--- src/rtl/div_seq.sv ---
// Sequential unsigned divider: restoring division, one quotient bit per clock,
// MSB first, with a fixed WIDTH-cycle run phase and a one-cycle done pulse.
module div_seq #(
  parameter int WIDTH = 32
) (
  input  logic             clk,
  input  logic             reset,
  input  logic             go,
  input  logic [WIDTH-1:0] left,
  input  logic [WIDTH-1:0] right,
  output logic             busy,
  output logic             done,
  output logic [WIDTH-1:0] quotient,
  output logic [WIDTH-1:0] remainder,
  output logic             div_by_zero
);

  localparam int CW = $clog2(WIDTH);

  typedef enum logic [1:0] {IDLE, RUN, DONE} state_t;

  state_t           state;
  logic [WIDTH-1:0] dvd;     // dividend shifting out, quotient bits shifting in
  logic [WIDTH-1:0] dvs;
  logic [WIDTH-1:0] prem;    // partial remainder, always < dvs between steps
  logic [CW-1:0]    cnt;

  logic [WIDTH:0]   shifted;
  logic             fits;
  logic [WIDTH-1:0] trial;

  // The shifted value needs WIDTH+1 bits; the difference always fits WIDTH.
  always_comb begin
    shifted = {prem, dvd[WIDTH-1]};
    fits    = shifted >= {1'b0, dvs};
    trial   = fits ? (shifted[WIDTH-1:0] - dvs) : shifted[WIDTH-1:0];
  end

  assign busy = (state == RUN);

  // NOTE: sequential state uses non-blocking assignments so every register
  // samples pre-edge values regardless of statement order.
  always_ff @(posedge clk or negedge reset) begin
    if (!reset) begin
      state       <= IDLE;
      dvd         <= '0;
      dvs         <= '0;
      prem        <= '0;
      cnt         <= '0;
      done        <= 1'b0;
      div_by_zero <= 1'b0;
      quotient    <= '0;
      remainder   <= '0;
    end else begin
      case (state)
        IDLE, DONE: begin
          done  <= 1'b0;
          state <= IDLE;
          if (go) begin
            dvd  <= left;
            dvs  <= right;
            prem <= '0;
            cnt  <= '0;
            if (right == '0) begin
              state       <= DONE;
              done        <= 1'b1;
              div_by_zero <= 1'b1;
              quotient    <= '1;
              remainder   <= left;
            end else begin
              state <= RUN;
            end
          end
        end
        RUN: begin
          dvd  <= {dvd[WIDTH-2:0], fits};
          prem <= trial;
          cnt  <= cnt + 1'b1;
          if (cnt == CW'(WIDTH - 1)) begin
            state       <= DONE;
            done        <= 1'b1;
            div_by_zero <= 1'b0;
            quotient    <= {dvd[WIDTH-2:0], fits};
            remainder   <= trial;
          end
        end
        default: state <= IDLE;
      endcase
    end
  end

endmodule

--- config.mk ---
export PLATFORM = sky130hd
export DESIGN_NAME = div_seq
export DESIGN_NICKNAME = d
export VERILOG_FILES = /design/src/rtl/div_seq.sv
export SDC_FILE = /design/constraint.sdc
export NUM_CORES = 1
export LEC_CHECK = 0
export ABC_AREA = 1
export ABC_CLOCK_PERIOD_IN_PS = 2200
export CAP_MARGIN = 20
export CORE_MARGIN = 8
export CORE_UTILIZATION = 40
export CTS_CLUSTER_SIZE = 25
export DETAILED_ROUTE_END_ITERATION = 10
export RECOVER_POWER = 100
export SETUP_SLACK_MARGIN = 0.3
export SLEW_MARGIN = 20
export SYNTH_ARGS = -nofsm -noshare
export SYNTH_HDL_FRONTEND = slang
export SYNTH_SLANG_ARGS = --single-unit
--- constraint.sdc ---
create_clock -name clk -period 2.2 [get_ports clk]
set_clock_uncertainty 0.1 [all_clocks]
set_input_delay 0.44 -clock clk [delete_from_list [all_inputs] [get_ports clk]]
set_output_delay 0.44 -clock clk [all_outputs]
set_load 0.01 [all_outputs]
# Yosys cells after proc, flatten, opt, wreduce, memory -nomap -nowiden
# Index checks and enable logic that the tools add are counted.
[word_totals]
regBits = 169
latchBits = 0
mem_bits_rw = 0
rom_bits = 0
inputBits = 67
output_inout_bits = 67
wordCells = 53
n_memories = 0
[classes]
addsub = 2
multipliers = 0
n_div = 0
n_lt_le_gt_ge = 1
eq_ne = 6
n_shift = 0
muxes = 27
bitwise = 0
reduce_logical = 8
[op_table]
columns = ["cell", "n"]
rows = [
  ["$mux 32", 9],
  ["$pmux 32 s2", 4],
  ["$ge 33x32->1", 1],
  ["$logic_not 32->1", 1],
  ["$sub 32x32->32", 1],
  ["$pmux 5 s2", 1],
  ["$mux 1", 6],
  ["$mux 2", 3],
  ["$reduce_and 2->1", 3],
  ["$add 5x1->5 const B", 1],
  ["$eq 5x5->1 const B", 1],
  ["$mux 5", 1],
  ["$ne 2x2->1 const B", 2],
  ["$pmux 1 s2", 2],
  ["$pmux 2 s2", 1],
  ["$reduce_and 4->1", 1],
  ["$eq 2x1->1 const B", 1],
  ["$eq 2x2->1 const B", 1],
  ["$logic_not 2->1", 1],
  ["$ne 2x1->1 const B", 1],
  ["$reduce_bool 2->1", 1],
  ["$reduce_or 2->1", 1],
]

# Longest topological paths before layout
# Gate-level depths: netlist of run 1.
[depth]
depth_word = 4
ltp_mapped = 17
ltp_nobuf = 17

# Least setup slack after synthesis of run 1
# OpenSTA, ideal clock, no wires.
[synth_path]
path_type = "register to register"
start = "register prem[19]"
end = "register remainder[30]"
setup_ns = 0.113
t_arrival_ns = 1.841
required_time_ns = 1.987
slack_ns = 0.146
path_stages_with_launch = 17
path_buffers = 1
synth_period_minus_slack_ns = 2.054
cell_sequence = "dfrtp_1 > ha_1 > nand2_1 > inv_1 > nand2_1 > nand2_1 > nand2_1 > nand2_1 > nand2_1 > nand2_2 > nor2_8 > nand2_8 > buf_12 > nand3_2 > nand3_1 > nand2_1 > inv_1"
[synth_via]
elab_chain_cells = 4
elab_cells_between_ends = 5
cone_classes = "add/sub: 1; order compare: 1; mux: 3"
[synth_lines]
columns = ["item", "line_no", "text"]
rows = [
  ["start: declaration", "25", "logic [WIDTH-1:0] prem;"],
  ["start signal: assignment", "77", "prem <= trial;"],
  ["$sub 32x32->32 / $ge 33x32->1 (equally long branches)", "36, 35", ""],
  ["$mux 32 *", "36", "trial = fits ? (shifted[WIDTH-1:0] - dvs) : shifted[WIDTH-1:0];"],
  ["$mux 32 *", "79", "if (cnt == CW'(WIDTH - 1)) begin"],
  ["$pmux 32 s2 *", "55", "case (state)"],
  ["end signal: assignment", "69", "remainder <= left;"],
  ["end signal: assignment", "84", "remainder <= trial;"],
  ["end: declaration", "14", "output logic [WIDTH-1:0] remainder,"],
]
# Every way passes the cells marked *; elsewhere a longest branch is shown, timed or not. The select of a mux whose other input is x is not followed.
# A chain may end at the register's enable or synchronous reset.

# Worst setup path in the final report of run 1
[layout_path]
start = "register prem[9]"
end = "register remainder[25]"
# Same word-level chain as after synthesis.

==> results of run 1 <==
## cells by family after synthesis
logic type                 Yosys count  share of synthesized area (%)
AOI/OAI and AO/OA                  182                           8.78
xor gates and xnor gates            15                           1.23
adders and majority gates           35                           4.17
buffers and inverters              323                           12.1
DFF                                169                           39.5
and+or+nand+nor                    800                           34.2
## per-stage QoR
step                hold WS [ns]  util [%]  cell area, um2  setup WS [ns]  power, uW
CTS                        0.245      57.2           15200         -0.160      28100
global route               0.279      59.2           15700         -0.232      32100
finish                     0.255      59.2           15700         -0.174      29900
detailed placement         0.313      52.4           13900          -1.17      24000
floorplan                 0.0444         -           11100          0.207      16700
global placement           0.324      52.4           13900          -1.17      23800
## synthesized netlist by cell type, drive strengths merged, types with 3 or more instances
cell type | number | area, um2
nor2 | 92 | 394
nand2 | 480 | 1850
inv | 262 | 983
nor4 | 3 | 18.8
nand4 | 45 | 282
nor3 | 12 | 71.3
a21oi | 51 | 255
dfrtp | 169 | 4230
clkbuf | 34 | 128
or2 | 32 | 200
nand3 | 131 | 813
o21ai | 120 | 601
a211oi | 4 | 30.0
and2 | 5 | 31.3
buf | 27 | 180
xor2 | 14 | 123
ha | 34 | 425
## what timing repair did
item                                    CTS  global route
hold buffers                              1             0
pin swaps                                67            67
gates resized for setup                 143           143
endpoints found under the hold margin    40             0
setup buffers                            45            22
gates cloned                              4             3
endpoints found under the setup margin  139           135
## report_power, final
group          total (uW)  switching (uW)  internal (uW)
logic               20900           11600           9340
clock network        3110            1560           1550
registers            5800            1130           4670
## sequential cells by signal, summed over array words and instances (netlist names)
| name | count |
|---|---|
| done | 1 |
| prem | 32 |
| quotient | 32 |
| dvs | 32 |
| state | 2 |
| dvd | 32 |
| cnt | 5 |
| div_by_zero | 1 |
| remainder | 32 |
## tightest hold or removal path, stage by stage
cell and delay (ns):
buf_2 0.11, buf_4 0.10, nand2_1 0.04, o21ai_0 0.06
## area by class of cell
| class | instances | area (um2) | area share, % |
|---|---|---|---|
| clock buffer | 18 | 429 | 2.73 |
| clock inverter | 14 | 170 | 1.08 |
| inverter | 262 | 993 | 6.31 |
| multi-input combinational | 1032 | 6140 | 39.0 |
| sequential | 169 | 4240 | 26.9 |
| tap | 341 | 427 | 2.71 |
| timing repair buffer | 373 | 3340 | 21.2 |
## routing by layer
metal  share of wire (%)  GRT usage (%)  vias up
li1                    -              -     5441
met1                  45           27.5     5064
met2                  49           35.6      224
met3                 3.6           3.71       48
met4                 2.5           6.40        0
met5                   0              0        -
## how the worst max path moves through the flow
stage	cells after the start	endpoint	startpoint
2_1_floorplan	13	remainder[25]	prem[29]
3_5_place_dp	11	remainder[7]	right[31]
3_3_place_gp	11	remainder[7]	right[31]
4_1_cts	3	busy	state[0]
5_1_grt	15	remainder[17]	dvs[30]
6_report	14	remainder[25]	prem[9]
==> metrics, run 1 <==
outcome complete, but fails checks; violated checks setup timing; CTS tree done; Max-Slew Margin vs Limit 20.9%; Final Net Count 1957; DPL Wire Length 26000 um; vias per inst 4.88; #FFs+latches synth 169; type of origin of the critical path register; setup_tns -6.14 ns; H-tree levels 4; die width about 180 um; Slew Viols, Final 0; sequential area share after synthesis between 30% and 40%; die height between 150 and 200 um; R2R depth 14; Hold Path Sink dvs[31]; fin cells 2209; most frequent cells in the layout nand2_1 (420), inv_1 (235), buf_4 (198), dfrtp_1 (160), o21ai_0 (119); initial antenna violation count 0; root buf cell clkbuf_16; WP buf/inv 4; DRT antenna net count 0; ant diodes 0; share of cells above drive strength 1 between 20% and 30%; Initial Util around two fifths; global placement routability congestion between 0.8 and 0.9; Syn Area/Cell about 7.0 um2; maximum vdd ir drop 0.000699 V; slowest cell on the critical path dfrtp_1; syn nets 1626; period utilisation layout 108%; GRT Overall Usage 21.2%; Leak 0.00808 uW; Yosys warning count 0; first-pass GRT wire length 55500 um; crit path time final 2.37 ns; Placeable Area roughly 0.027 mm2; Worst EP arrival 2.62 ns; Ports 134; vias in the first global route 10500; Routed WL about 35000 um; die area 0.0322 mm2; Max-cap violations 0; DR iter-0 viols just over 800; most common cell after layout, fill and taps aside nand2_1; Setup CP Type register to register; cts bufs inserted 17; Area Growth Syn to Fin 47.2%; async set-reset flop share out of synthesis 100%; depth of the worst hold-timing path 4; drt drc 0; crit end category register; EDFF count, synth 0; Mapped Area 0.0107 mm2; P per Cell Area 1900 mW/mm2; largest net degree at the start of global routing 88; Std-Cell Rows 60; final hold vios 0; R2R setup slack -0.17 ns; final setup fails 65; drt first pass iters 5; Cell Chain, Critical Path ha_4, nand2_4, nor2_4, nand2_4, nor2_4, inv_2, nor2_4, nor2_8, buf_12, clkbuf_16, nand4_1, nand3_1, nand2_1, inv_1; reg2reg end remainder[25]; Top FF cell, synth dfrtp_1; Slew @ Worst Pin 1.19 ns; setup ws final -0.174 ns; cell family with most CP delay simple AND/OR/NAND/NOR gates; # clock sinks 169; grt ovf 0; clock transition at the registers of the reported paths roughly 0.080 ns; critical hold path startpoint right[31]; Worst Path Max Fanout 11; cell mode on critical path nor2_4; fmax around 420 MHz; Port-buffer cells 133; synthesized instance count 1524; Unique masters post-synth 39; Max Root-Sink Buffers 2; drt wl/cell 16.1 um; Worst-Skew Late Latency about 0.44 ns; slowest stage delay, CP 0.44 ns; RSZ-0062 raised after global routing true; placed cells roughly 2100; worst min path class input port to register; Fillers 2542; Worst EP required between 2 and 2.5 ns; total number of vias 10800; R2R Path Start prem[9]
(Power assumes the default switching activity.)
==> run 2, diff against run 1 <==
- DONT_BUFFER_PORTS: not set -> 1
==> run 2 against run 1 <==
Compared with the run above: the flow finishes with violations (hold timing, setup timing); cell count shrank 7.5%; via count shrank 4.5%; routed wire length grew 0.43%; critical endpoint is now remainder[0]; core utilization decreased by 5.4 points; register-to-register slack better by 0.07 ns; clock-buffer cell count is 1 lower.
==> metrics, run 2 (synthesis results as in run 1) <==
outcome complete, but fails checks (unchanged); violated checks hold timing, setup timing (was setup timing); Initial Util 40.2% (unchanged); Std-Cell Rows 60 (unchanged); global placement routability congestion 0.916 (was 0.897); WHS -0.408 ns (was 0.255 ns); Ports 134 (unchanged); first-pass GRT wire length 55600 um (was 55500 um); placed cells 1972 (was 2102); Worst EP required 2.48 ns (was 2.44 ns); die width 180 um (unchanged); Final Net Count 1791 (was 1957); drt wl/cell 17.4 um (was 16.1 um); drt drc 0 (unchanged); Worst EP arrival 2.59 ns (was 2.62 ns); RSZ-0062 raised after global routing true (unchanged); vias per inst 5.04 (was 4.88); drt first pass iters 5 (unchanged); cts bufs inserted 17 (unchanged); final hold vios 169 (was 0); share of cells above drive strength 1 30.6% (was 28.2%); Area Growth Syn to Fin 33.7% (was 47.2%); fmax 433 MHz (was 421 MHz); die height 180 um (unchanged); vias in the first global route 10000 (was 10500); Placeable Area 0.0266 mm2 (unchanged); crit end category register (unchanged); final instance area 0.0143 mm2 (was 0.0157 mm2); CTS tree done (unchanged); initial antenna violation count 1 (was 0); largest net degree at the start of global routing 170 (was 88); ant diodes 0 (unchanged); DR iter-0 viols 798 (was 820); die area 0.0322 mm2 (unchanged); period utilisation layout 105% (was 108%); setup_tns -1.24 ns (was -6.14 ns); most common cell after layout, fill and taps aside nand2_1 (unchanged); Routed WL 35600 um (was 35500 um); # clock sinks 169 (unchanged); Worst-Skew Late Latency 0.45 ns (was 0.44 ns); Worst Path Max Fanout 7 (was 11); worst min path class input port to asynchronous set/reset pin (was input port to register); DRT antenna net count 0 (unchanged); type of origin of the critical path register (unchanged); Slew @ Worst Pin 0.471 ns (was 1.19 ns); crit path time final 2.31 ns (was 2.37 ns); Post-DP Area 0.0126 mm2 (was 0.0139 mm2); Setup CP Type register to register (unchanged); fin cells 2043 (was 2209); Max Root-Sink Buffers 2 (unchanged); H-tree levels 4 (unchanged); GRT Overall Usage 21.6% (was 21.2%); clock transition at the registers of the reported paths 0.07 ns (was 0.08 ns); Port-buffer cells 0 (was 133); Max-cap violations 0 (unchanged); grt ovf 0 (unchanged); root buf cell clkbuf_16 (unchanged); most frequent cells in the layout nand2_1 (410), inv_1 (226), buf_4 (177), dfrtp_1 (156), o21ai_0 (118) (was nand2_1 (420), inv_1 (235), buf_4 (198), dfrtp_1 (160), o21ai_0 (119)); Slew Viols, Final 0 (unchanged); total number of vias 10300 (was 10800); Max-Slew Margin vs Limit 68.5% (was 20.9%); DPL Wire Length 26200 um (was 26000 um); final setup fails 37 (was 65); setup ws final -0.108 ns (was -0.174 ns)
-- run 2: cell types whose count changed in the layout (fill, tap and decap cells not counted), moves of 6 or more --
cell,before,now
a21oi_1,48,42
buf_4,198,177
clkdlybuf4s25_1,30,0
clkdlybuf4s50_1,37,0
dlygate4sd2_1,61,0
inv_1,235,226
inv_2,25,36
nand2_1,420,410
nand2_2,48,56
nand3_2,61,55
-- run 2: area by class of cell --
type                    count  area (um2)
fillers                  2591       12300
multi-input cells        1032        6170
flip-flops and latches    169        4250
repair buffers            207        1840
inverters                 262         983
well taps                 341         427
clock buffers              17         425
clock inverters            15         203
-- run 2: path summary, 6_finish.rpt --
check | start | endpoint | slack [ns] | depth (start not counted)
max | prem[19] | remainder[0] | -0.11 | 16
min | reset | dvs[6] | -0.41 | 0
max reg2reg | prem[19] | remainder[0] | -0.11 | 16
min reg2reg | cnt[3] | cnt[3] | 0.38 | 1
max in group asynchronous | reset | prem[19] | 2.04 | 0
min in group clk | right[5] | dvs[5] | 0.02 | 2
-- run 2: routing by layer --
layer | part of all wire (%) | GRT usage, % | wire length [um]
met5 | 0 | 0 | 0
met4 | 2.2 | 6.44 | 784
met3 | 4.7 | 4.27 | 1660
met2 | 49 | 36.1 | 17500
met1 | 44 | 27.9 | 15700
-- run 2: through the flow --
step / hold WS (ns) / setup WS, ns / util (%)
6_report: -0.408 / -0.108 / 53.8
5_1_grt: -0.421 / -0.212 / 53.8
4_1_cts: -0.421 / -0.0723 / 51.7
3_5_place_dp: 0.0515 / -0.384 / 47.4
3_3_place_gp: 0.0533 / -0.345 / 47.4
2_1_floorplan: 0.0444 / 0.207 / -
-- run 2: worst max-delay path, stage by stage (launching register included) --
cell and delay [ns]:
dfrtp_2 0.44, ha_4 0.31, buf_6 0.11, nand2_4 0.06, nor2_4 0.11, nand2_2 0.08, nor2_4 0.12, inv_2 0.06
nor2_4 0.15, nor2_8 0.08, nand2_8 0.12, buf_12 0.12, buf_16 0.14, nand3_4 0.08, nand3_2 0.07, nand2_1 0.05
inv_1 0.05
-- run 2: timing repair --
item,in CTS,in global routing
endpoints found under the setup margin,99,103
endpoints found under the hold margin,169,169
resized for setup,83,124
buffers inserted,19,15
gates cloned,3,2
pin swaps,29,50
Power of run 2 is left out: the tool's default activity adds up to more than one toggle a clock period on the data nets, which glitch-free logic cannot reach.
